[src/rtl/ps2_frame_rx_if.sv]
// rtl/ps2_frame_rx_if.sv - decoded PS/2 byte and key event bundle
interface ps2_frame_rx_if;
    logic       byte_vld;
    logic [7:0] byte_out;
    logic       key_vld;
    logic [7:0] key_code;
    logic       key_ext;
    logic       key_rel;
    logic       err;

    modport master (output byte_vld, byte_out, key_vld, key_code, key_ext, key_rel, err);
    modport slave  (input  byte_vld, byte_out, key_vld, key_code, key_ext, key_rel, err);
endinterface

[src/rtl/ps2_frame_rx.sv]
// rtl/ps2_frame_rx.sv - PS/2 frame receiver with E0/F0 prefix folding
// Optional odd-parity enforcement when PS2_PARITY_CHECK_EN is defined.
module ps2_frame_rx #(
    parameter int FILTER_LEN = 8,
    parameter int TIMEOUT    = 10000
) (
    input  logic           clk,
    input  logic           reset_n,
    input  logic           ps2_clk,
    input  logic           ps2_dat,
    ps2_frame_rx_if.master ev
);
    localparam logic [7:0]  FILT_MAX = 8'(FILTER_LEN - 1);
    localparam logic [15:0] TO_LIM   = 16'(TIMEOUT);

    typedef enum logic [1:0] {IDLE, DATA, PARITY, STOP} state_t;

    // Index 0 is the PS/2 clock line, index 1 the data line.
    logic [1:0]  sync1, sync2, filt;
    logic [7:0]  filt_cnt [2];
    logic        clk_f_d;
    logic        fall, dat;

    state_t      state, state_d;
    logic [2:0]  bit_cnt, bit_cnt_d;
    logic [7:0]  shift, shift_d;
    logic [15:0] to_cnt;
    logic        ext_pend, rel_pend;
    logic        accept, frame_err, timeout_hit, parity_ok;

`ifdef PS2_PARITY_CHECK_EN
    logic par, par_d;
    assign parity_ok = ^{shift, par};
`else
    assign parity_ok = 1'b1;
`endif

    always_ff @(posedge clk or negedge reset_n) begin
        if (!reset_n) begin
            sync1       <= 2'b11;
            sync2       <= 2'b11;
            filt        <= 2'b11;
            clk_f_d     <= 1'b1;
            filt_cnt[0] <= '0;
            filt_cnt[1] <= '0;
        end else begin
            sync1   <= {ps2_dat, ps2_clk};
            sync2   <= sync1;
            clk_f_d <= filt[0];
            for (int i = 0; i < 2; i++) begin
                if (sync2[i] == filt[i]) begin
                    filt_cnt[i] <= '0;
                end else if (filt_cnt[i] == FILT_MAX) begin
                    filt[i]     <= ~filt[i];
                    filt_cnt[i] <= '0;
                end else begin
                    filt_cnt[i] <= filt_cnt[i] + 8'd1;
                end
            end
        end
    end

    assign fall = clk_f_d & ~filt[0];
    assign dat  = filt[1];

    always_comb begin
        state_d     = state;
        bit_cnt_d   = bit_cnt;
        shift_d     = shift;
        accept      = 1'b0;
        frame_err   = 1'b0;
        timeout_hit = 1'b0;
`ifdef PS2_PARITY_CHECK_EN
        par_d       = par;
`endif
        if (state != IDLE && !fall && to_cnt >= TO_LIM) begin
            timeout_hit = 1'b1;
            state_d     = IDLE;
        end else if (fall) begin
            case (state)
                IDLE: begin
                    if (!dat) begin
                        state_d   = DATA;
                        bit_cnt_d = '0;
                    end
                end
                DATA: begin
                    shift_d = {dat, shift[7:1]};
                    if (bit_cnt == 3'd7) state_d = PARITY;
                    else bit_cnt_d = bit_cnt + 3'd1;
                end
                PARITY: begin
`ifdef PS2_PARITY_CHECK_EN
                    par_d   = dat;
`endif
                    state_d = STOP;
                end
                STOP: begin
                    state_d = IDLE;
                    if (dat && parity_ok) accept    = 1'b1;
                    else                  frame_err = 1'b1;
                end
                default: state_d = IDLE;
            endcase
        end
    end

    always_ff @(posedge clk or negedge reset_n) begin
        if (!reset_n) begin
            state       <= IDLE;
            bit_cnt     <= '0;
            shift       <= '0;
            to_cnt      <= '0;
            ext_pend    <= 1'b0;
            rel_pend    <= 1'b0;
            ev.byte_vld <= 1'b0;
            ev.byte_out <= '0;
            ev.key_vld  <= 1'b0;
            ev.key_code <= '0;
            ev.key_ext  <= 1'b0;
            ev.key_rel  <= 1'b0;
            ev.err      <= 1'b0;
`ifdef PS2_PARITY_CHECK_EN
            par         <= 1'b0;
`endif
        end else begin
            state   <= state_d;
            bit_cnt <= bit_cnt_d;
            shift   <= shift_d;
`ifdef PS2_PARITY_CHECK_EN
            par     <= par_d;
`endif
            if (state == IDLE || fall) to_cnt <= '0;
            else if (to_cnt != 16'hFFFF) to_cnt <= to_cnt + 16'd1;

            ev.byte_vld <= accept;
            ev.key_vld  <= 1'b0;
            ev.err      <= frame_err | timeout_hit;
            if (accept) begin
                ev.byte_out <= shift;
                if (shift == 8'hE0) begin
                    ext_pend <= 1'b1;
                end else if (shift == 8'hF0) begin
                    rel_pend <= 1'b1;
                end else begin
                    ev.key_vld  <= 1'b1;
                    ev.key_code <= shift;
                    ev.key_ext  <= ext_pend;
                    ev.key_rel  <= rel_pend;
                    ext_pend    <= 1'b0;
                    rel_pend    <= 1'b0;
                end
            end else if (frame_err || timeout_hit) begin
                ext_pend <= 1'b0;
                rel_pend <= 1'b0;
            end
        end
    end
endmodule

[src/flat_wrapper.sv]
// flat-port wrapper written by rule: the top's interface ports become plain ports
module ps2_frame_rx_flat 
#(
    parameter int FILTER_LEN = 8,
    parameter int TIMEOUT    = 10000
)
  (clk, reset_n, ps2_clk, ps2_dat, ev_byte_vld, ev_byte_out, ev_key_vld, ev_key_code, ev_key_ext, ev_key_rel, ev_err);
  ps2_frame_rx_if ev_i ();
  input  logic clk;
  input  logic reset_n;
  input  logic ps2_clk;
  input  logic ps2_dat;
  output wire logic [$bits(ev_i.byte_vld)-1:0] ev_byte_vld;
  output wire logic [$bits(ev_i.byte_out)-1:0] ev_byte_out;
  output wire logic [$bits(ev_i.key_vld)-1:0] ev_key_vld;
  output wire logic [$bits(ev_i.key_code)-1:0] ev_key_code;
  output wire logic [$bits(ev_i.key_ext)-1:0] ev_key_ext;
  output wire logic [$bits(ev_i.key_rel)-1:0] ev_key_rel;
  output wire logic [$bits(ev_i.err)-1:0] ev_err;
  assign ev_byte_vld = ev_i.byte_vld;
  assign ev_byte_out = ev_i.byte_out;
  assign ev_key_vld = ev_i.key_vld;
  assign ev_key_code = ev_i.key_code;
  assign ev_key_ext = ev_i.key_ext;
  assign ev_key_rel = ev_i.key_rel;
  assign ev_err = ev_i.err;
  ps2_frame_rx #(.FILTER_LEN(FILTER_LEN), .TIMEOUT(TIMEOUT)) u_core (.clk(clk), .reset_n(reset_n), .ps2_clk(ps2_clk), .ps2_dat(ps2_dat), .ev(ev_i));
endmodule
[config.mk]
export PLATFORM = sky130hd
export DESIGN_NAME = ps2_frame_rx_flat
export DESIGN_NICKNAME = d
export VERILOG_FILES = /design/src/rtl/ps2_frame_rx_if.sv /design/src/rtl/ps2_frame_rx.sv /design/src/flat_wrapper.sv
export SDC_FILE = /design/constraint.sdc
export NUM_CORES = 1
export LEC_CHECK = 0
export ABC_AREA = 1
export CELL_PAD_IN_SITES_DETAIL_PLACEMENT = 1
export CELL_PAD_IN_SITES_GLOBAL_PLACEMENT = 1
export CORE_UTILIZATION = 48
export CTS_CLUSTER_SIZE = 40
export DETAILED_ROUTE_END_ITERATION = 8
export PLACE_DENSITY_LB_ADDON = 0.08
export SLEW_MARGIN = 20
export SYNTH_ARGS = -nofsm -noshare
export SYNTH_HDL_FRONTEND = slang
export SYNTH_SLANG_ARGS = --single-unit
[constraint.sdc]
create_clock -name clk -period 4 [get_ports clk]
set_input_delay 1 -clock clk [delete_from_list [all_inputs] [get_ports clk]]
set_output_delay 1 -clock clk [all_outputs]
set_load 0.05 [all_outputs]
-- Word level (Yosys, flattened, before mapping)
Index checks and enable logic that the tools add are counted.
- RAM bits: 0
- bits in latches: 0
- bits in read-only memories: 0
- bits of input ports: 4
- register bits: 75
- logic and storage cells: 103
- memories kept: 0
- output and inout port bits: 21
- divide/modulo/power cells: 0
- reduce and logical (&&, ||, !) cells: 19
- bitwise logic cells: 9
- multipliers: 0
- multiplexer cells: 33
- equality and inequality tests: 17
- shifts and indexed selects: 0
- add/sub/neg operators: 4
- $lt $le $gt $ge: 1
- operators by type and width (cell ; count):
    16-bit two-way mux ; 2
    8-bit two-way mux ; 4
    1-bit two-way mux ; 19
    16-bit by 1-bit adder with 16-bit output, second input constant ; 1
    8-bit by 1-bit adder with 8-bit output, second input constant ; 2
    8-bit by 3-bit == test with 1-bit output, second input constant ; 2
    8-bit == test, second input constant ; 2
    16-bit by 14-bit greater-or-equal comparator with 1-bit output, second input constant ; 1
    16-bit != test, second input constant ; 1
    2-bit nonzero test ; 5
    3-bit AND reduction ; 3
    2-bit two-way mux ; 4
    2-bit one-hot mux with 4 select lines ; 1
    2-bit AND reduction ; 4
    1-bit NOT ; 7
    3-bit two-way mux ; 2
    2-bit != test, second input constant ; 3
    3-bit != test, second input constant ; 2
    3-bit one-hot mux with 2 select lines ; 1
    5-bit AND reduction ; 1
    2-bit == test, second input constant ; 2
    3-bit by 1-bit adder with 3-bit output, second input constant ; 1
    3-bit == test, second input constant ; 1
    3-bit by 1-bit != test with 1-bit output, second input constant ; 1
    8 further kinds ; 11

-- Logic depth before layout (Yosys ltp)
Gate-level depths: netlist (run 1).
- word-level depth: 9
- gate-level depth with buffers: 10
- gate-level depth less buffers: 10

-- Worst setup path after synthesis (run 1)
OpenSTA, ideal clock, no wires.
- path type: reg2out
- start point: register u_core.ev.byte_out[5]
- end point: output port ev_byte_out[5]
- setup slack: 2399 ps
- stages on the path, launching flop included: 1
- data arrival time: 601 ps
- buffers on the path: 0
- path through: dfrtp_1
- RTL lines (what ; RTL line ; RTL):
    start, declared ; ps2_frame_rx_if.sv:11 ; modport master (output byte_vld, byte_out, key_vld, key_code, key_ext, key_rel, err);
    start signal, assigned ; ps2_frame_rx.sv:140 ; ev.byte_out <= shift;
    end, declared ; flat_wrapper.sv:14 ; output wire logic [$bits(ev_i.byte_out)-1:0] ev_byte_out;
No word-level cell between the ends.

-- Worst setup path after layout (run 1)
- start point: register u_core.ev.key_code[7]
- end point: output port ev_key_code[7]
- RTL lines (what ; RTL line ; RTL):
    start, declared ; ps2_frame_rx_if.sv:11 ;
    start signal, assigned ; ps2_frame_rx.sv:147 ; ev.key_code <= shift;
    end, declared ; flat_wrapper.sv:16 ; output wire logic [$bits(ev_i.key_code)-1:0] ev_key_code;
No word-level cell between the ends.

==> flow_summary.json, run 1 <==
{
  "antenna_found_initial": 0,
  "grt_util_met1": 0.302,
  "vias": 2756,
  "vias_per_cell": 5.18,
  "cp_data_arrival_time_ns": 1.56,
  "cp_max_fo": 2,
  "path_cells": "clkdlybuf4s50_1",
  "synth_fp_nets": 414,
  "final_cell_mix": "84 x nand2_1, 68 x dfrtp_1, 52 x nor2_1, 39 x inv_1, 27 x nand3_1",
  "hp-class": "reg2reg",
  "clk_path_buf_depth": 2,
  "worstPathRequired_ns": 3.00,
  "synthToLayoutAreaGrowth_pct": 15.5,
  "drt-initial-drc-count": 70,
  "synth_area_leaders": "dfrtp_1 47%, nand2_1 8.8%, nor2_1 5.4%",
  "fin_tns_setup_ns": 0,
  "grt_usage": 0.239,
  "hold_violations": 0,
  "crit_path_end_kind": "primary output",
  "gr-max-usage-layer": "met2",
  "final_util": 0.574,
  "hpwl_um": 5990,
  "grt_setup_unrepaired": "no",
  "synth_cell_types": 38,
  "path_buf_inv": 1,
  "yosysTopAreaCell": "dfrtp_1",
  "detail-route-antenna-nets": 0,
  "place.gp.congestion": 0.769,
  "cts_setup_buffers": 0,
  "post-place-ws_ns": 1.82,
  "portBuffers": 24,
  "grt_pass1_wl_um": 14000,
  "comb_power_share": 0.201,
  "switching_share": 0.313,
  "synthCells": 399,
  "intPower_mw": 1.38,
  "cap_violations": 0,
  "die_area_um2": 7850,
  "gr-usage-met2": 0.410,
  "p_clk_frac": 0.347,
  "p_leak_nw": 1.99,
  "synth_edf_count": 0,
  "final_common_cell": "nand2_1",
  "route.detailed.drc": 0,
  "synth_top_area_frac": 0.473,
  "startpoint_type": "register",
  "cts_sinks": 75,
  "peakVddDrop_v": 0.000343,
  "drive_above_1_share": 0.152,
  "cts_hold_buf": 0,
  "htree_num_levels": 3,
  "seq_area_frac_synth": 0.524,
  "insertion_delay_ns": 0.35,
  "fmax_mhz": 391,
  "routed_wl_um": 8340,
  "slew_violations": 0,
  "ys.warnings.count": 0,
  "switchingPower_uw": 628,
  "cts.reportedPaths.clkPinSlew_ns": 0.08,
  "start_util": 0.496,
  "worst_slack_ns": 1.44,
  "period_needed_ns": 2.56,
  "finalNetCount": 444,
  "pin_count": 25,
  "grt_max_degree": 76,
  "grt-ovfl-total": 0,
  "cts_tree": "done",
  "firstDrtPassIters": 4,
  "fin_skew_ns": 0.00762,
  "slowest_delay_ns": 0.82,
  "grt.met3_usage": 0.0420,
  "async_reset_ff_frac": 1.00,
  "ys_seq_elements": 75,
  "power.density_nw_per_um2": 482,
  "cts_repair_resize_count": 0,
  "core.rowCount": 31,
  "wl_per_cell_um": 15.7,
  "antenna_cells": 0,
  "synth_ff_type": "dfrtp_1",
  "cpMaxStageDelayCell": "clkdlybuf4s50_1",
  "avgSynthCellArea_um2": 9.02,
  "worstMarginPinSlew_ns": 0.955,
  "outcome": "complete, no violations",
  "max_slew_margin": 0.364,
  "seqPwrFrac": 0.451,
  "cts-root-buf": "clkbuf_8",
  "fin_crit_sh": 0.639,
  "die_h_um": 88.6,
  "critPathTopFamily": "buffers and inverters",
  "synth_area_um2": 3600,
  "setup_viol": 0,
  "dieWidth_um": 88.6,
  "numCtsBuffers": 9,
  "grt_pass1_vias": 2885,
  "core_um2": 7250,
  "critical_path_class": "reg2out"
}
==> per-stage QoR <==
stage | cells | power, mW | hold slack [ns] | cell area [um2]
4_1_cts | 532 | 2.03 | 0.359 | 4160
5_1_grt | 532 | 2.12 | 0.368 | 4160
2_1_floorplan | 399 | 1.22 | 0.345 | 3600
3_5_place_dp | 517 | 1.33 | 0.347 | 3930
3_3_place_gp | 517 | 1.31 | 0.346 | 3930
6_report | 532 | 2.01 | 0.360 | 4160
==> state kept, by name, indices dropped and copies added, names as in the netlist <==
signal / flops
u_core.ev.key_code: 8
u_core.shift: 8
u_core.ev.key_vld: 1
u_core.ev.byte_out: 8
u_core.bit_cnt: 3
u_core.sync2: 2
u_core.state: 2
u_core.ev.byte_vld: 1
u_core.ext_pend: 1
u_core.rel_pend: 1
u_core.ev.err: 1
u_core.ev.key_rel: 1
u_core.filt: 2
u_core.to_cnt: 16
u_core.clk_f_d: 1
u_core.ev.key_ext: 1
u_core.filt_cnt: 16
u_core.sync1: 2
==> metal layers <==
metal	vias up	routed length [um]
met5	-	0
met4	0	119
met3	12	188
met2	34	4310
met1	1367	3720
li1	1343	-
==> kinds of logic after synthesis <==
group	Yosys count	synth area share
adder cells (fa/ha/maj)	11	0.0382
buffers and inverters	54	0.0605
AND/OR/NAND/NOR	214	0.292
flip-flops	75	0.524
AO/OA/AOI/OAI	38	0.0691
XOR/XNOR	7	0.0170
==> cells in the mapped netlist (3+ instances only) <==
cell / n
nand2_1: 84
dfrtp_1: 68
nor2_1: 52
inv_1: 39
nand3_1: 27
o21ai_0: 12
ha_1: 11
inv_2: 9
nor3_1: 9
nand2_2: 8
nor3b_1: 8
o21ai_2: 8
dfstp_2: 7
o21ai_1: 6
a21oi_1: 5
nand4_1: 5
xor2_1: 5
a31oi_1: 3
buf_2: 3
nor2_4: 3
nor3_2: 3
nor3_4: 3
==> worst paths after layout <==
check,end,from,depth (start not counted),slack (ns)
setup / recovery,ev_key_code[7],u_core.ev.key_code[7],1,1.44
min in group asynchronous,u_core.to_cnt[2],reset_n,1,0.79
max in group asynchronous,u_core.ev.byte_out[6],reset_n,1,2.58
hold / removal,u_core.sync2[1],u_core.sync1[1],0,0.36
hold reg to reg,u_core.sync2[1],u_core.sync1[1],0,0.36
setup reg to reg,u_core.ev.key_code[5],u_core.clk_f_d,8,1.97
==> final cells by class <==
| cell class | count | area, um2 |
|---|---|---|
| fill | 853 | 3090 |
| sequential | 75 | 1890 |
| multi-input combinational | 270 | 1500 |
| timing repair buffer | 24 | 238 |
| inverter | 49 | 184 |
| clock buffer | 10 | 128 |
| tap | 99 | 124 |
| clock inverter | 5 | 104 |
==> worst reg2reg max path, cell delays in order (launching register included) <==
cell and delay (ns):
dfstp_2 0.53, nand2_2 0.06, inv_2 0.12, nand3_1 0.37, inv_2 0.33, nand3_2 0.24, inv_2 0.17, nor2_1 0.05
nor2_1 0.10
==> power by group through the flow <==
stage	Sequential [mW]	Clock, mW	Combinational, mW
3_3_place_gp	0.915	0	0.393
4_1_cts	0.906	0.710	0.414
2_1_floorplan	0.912	0	0.306
6_report	0.905	0.697	0.404
5_1_grt	0.917	0.738	0.462
3_5_place_dp	0.920	0	0.413
No activity file was read; power rests on OpenSTA's default activity.
==> inputs of run 2 (changes only) <==
CORE_UTILIZATION = 41   (was 48)
clock period = 2.1 ns   (was 4 ns; I/O delays follow)
==> run 2 against run 1 <==
Compared with the run above:
- setup slack got worse by 1.4 ns
- critical path depth unchanged
- critical endpoint is now ev_key_code[5]
- critical path type unchanged
- hold slack got worse by 0.30 ns
- sequential share of layout area is 0.27 points lower
==> flow_summary.json, run 2 (synthesis gave the netlist of run 1 again) <==
{
  "outcome": "complete, no violations",
  "grt_pass1_wl_um": 13800,
  "switching_share": 0.331,
  "start_util": 0.432,
  "hold_violations": 0,
  "cap_violations": 0,
  "routed_wl_um": 8040,
  "wl_per_cell_um": 14.8,
  "cts_tree": "done",
  "intPower_mw": 2.41,
  "vias_per_cell": 4.97,
  "fin_crit_sh": 0.971,
  "core.rowCount": 33,
  "drt-initial-drc-count": 77,
  "cts_sinks": 75,
  "cp_max_fo": 2,
  "place.gp.congestion": 0.757,
  "numCtsBuffers": 9,
  "reg2reg_from": "u_core.state[1]",
  "critical_path_class": "reg2out",
  "cp-startpoint": "u_core.ev.key_code[5]",
  "fmax_mhz": 490,
  "die_area_um2": 9160,
  "p_leak_nw": 2.08,
  "worstPathRequired_ns": 1.57,
  "grt_max_degree": 37,
  "p_clk_frac": 0.302,
  "power.density_nw_per_um2": 862,
  "switchingPower_mw": 1.19,
  "cts_hold_buf": 0,
  "final_cell_mix": "84 x nand2_1, 68 x dfrtp_1, 52 x nor2_1, 39 x inv_1, 27 x nand3_1",
  "cts_repair_resize_count": 0,
  "fin_skew_ns": 0.00882,
  "crit_path_end_kind": "primary output",
  "cts_setup_buffers": 0,
  "cpMaxStageDelayCell": "clkdlybuf4s50_1",
  "synthToLayoutAreaGrowth_pct": 16.2,
  "max_slew_margin": 0.638,
  "startpoint_type": "register",
  "worstMarginPinSlew_ns": 0.540,
  "seqPwrFrac": 0.476,
  "grt_usage": 0.198,
  "dieWidth_um": 95.7,
  "period_needed_ns": 2.04,
  "critPathTopFamily": "buffers and inverters",
  "finalPower_mw": 3.61,
  "pin_count": 25,
  "drive_above_1_share": 0.162,
  "path_buf_inv": 1,
  "comb_power_share": 0.221,
  "grt_setup_unrepaired": "no",
  "cts.reportedPaths.clkPinSlew_ns": 0.08,
  "cp_data_arrival_time_ns": 1.51,
  "clk_path_buf_depth": 2,
  "hpwl_um": 6120,
  "antenna_cells": 0,
  "die_h_um": 95.7,
  "detail-route-antenna-nets": 0,
  "setup_viol": 0,
  "insertion_delay_ns": 0.34,
  "fin_tns_setup_ns": 0,
  "final_common_cell": "nand2_1",
  "grt_pass1_vias": 2823,
  "htree_num_levels": 3,
  "peakVddDrop_v": 0.000601,
  "vias": 2700,
  "route.detailed.drc": 0,
  "cts-root-buf": "clkbuf_8",
  "slew_violations": 0,
  "firstDrtPassIters": 4,
  "hp-class": "in2async",
  "grt-ovfl-total": 0,
  "slowest_delay_ns": 0.81,
  "antenna_found_initial": 0,
  "portBuffers": 24,
  "path_cells": "clkdlybuf4s50_1",
  "reg_top3": "u_core.filt_cnt (16), u_core.to_cnt (16)",
  "finalNetCount": 448,
  "core_um2": 8340
}
-- run 2: changes by cell type in the layout (fill, tap and decap cells not counted) --
cell	before	now
buf_12	0	1
bufinv_16	3	1
clkinvlp_4	0	3
buf_4	1	4
clkdlybuf4s50_1	23	18
dlymetal6s2s_1	0	5
-- run 2: path summary, 6_finish.rpt --
check | end | slack (ns) | depth (start not counted)
setup / recovery | ev_key_code[5] | 0.06 | 1
hold / removal | u_core.to_cnt[9] | 0.06 | 1
setup reg to reg | u_core.bit_cnt[2] | 0.37 | 6
hold reg to reg | u_core.sync2[0] | 0.36 | 0
max in group asynchronous | u_core.filt[0] | 1.42 | 2
min in group clk | u_core.sync2[0] | 0.36 | 0
-- run 2: cell type report --
type,instances,area [um2]
repair buffers,28,293
well taps,105,131
flip-flops and latches,75,1890
fillers,975,4160
clock inverters,6,66.3
clock buffers,10,128
inverters,49,184
multi-input cells,270,1500
-- run 2: layer usage --
layer	part of all wire	routed length (um)	global-route usage
met2	0.50	4010	0.331
met4	0.011	91	0.0485
met5	0	0	0
met1	0.47	3780	0.261
met3	0.020	161	0.0474
-- run 2: power by group through the flow --
stage          sequential, mW  combinational (mW)  clock (mW)
4_1_cts                  1.72               0.819        1.14
2_1_floorplan            1.74               0.582           0
3_3_place_gp             1.74               0.791           0
5_1_grt                  1.75               0.918        1.19
6_report                 1.72               0.799        1.09
3_5_place_dp             1.75               0.815           0
-- run 2: stage by stage --
| step | cell area [um2] | utilization | setup WS (ns) | instances | hold slack (ns) |
|---|---|---|---|---|---|
| after floorplan | 3600 | - | 0.620 | 399 | 0.229 |
| after global placement | 3980 | 0.477 | 0.388 | 527 | 0.347 |
| after detailed placement | 3980 | 0.477 | 0.356 | 527 | 0.349 |
| after CTS | 4170 | 0.500 | 0.0127 | 543 | 0.0663 |
| after global routing | 4190 | 0.502 | 0.00332 | 543 | 0.0710 |
| final | 4190 | 0.502 | 0.0607 | 543 | 0.0639 |
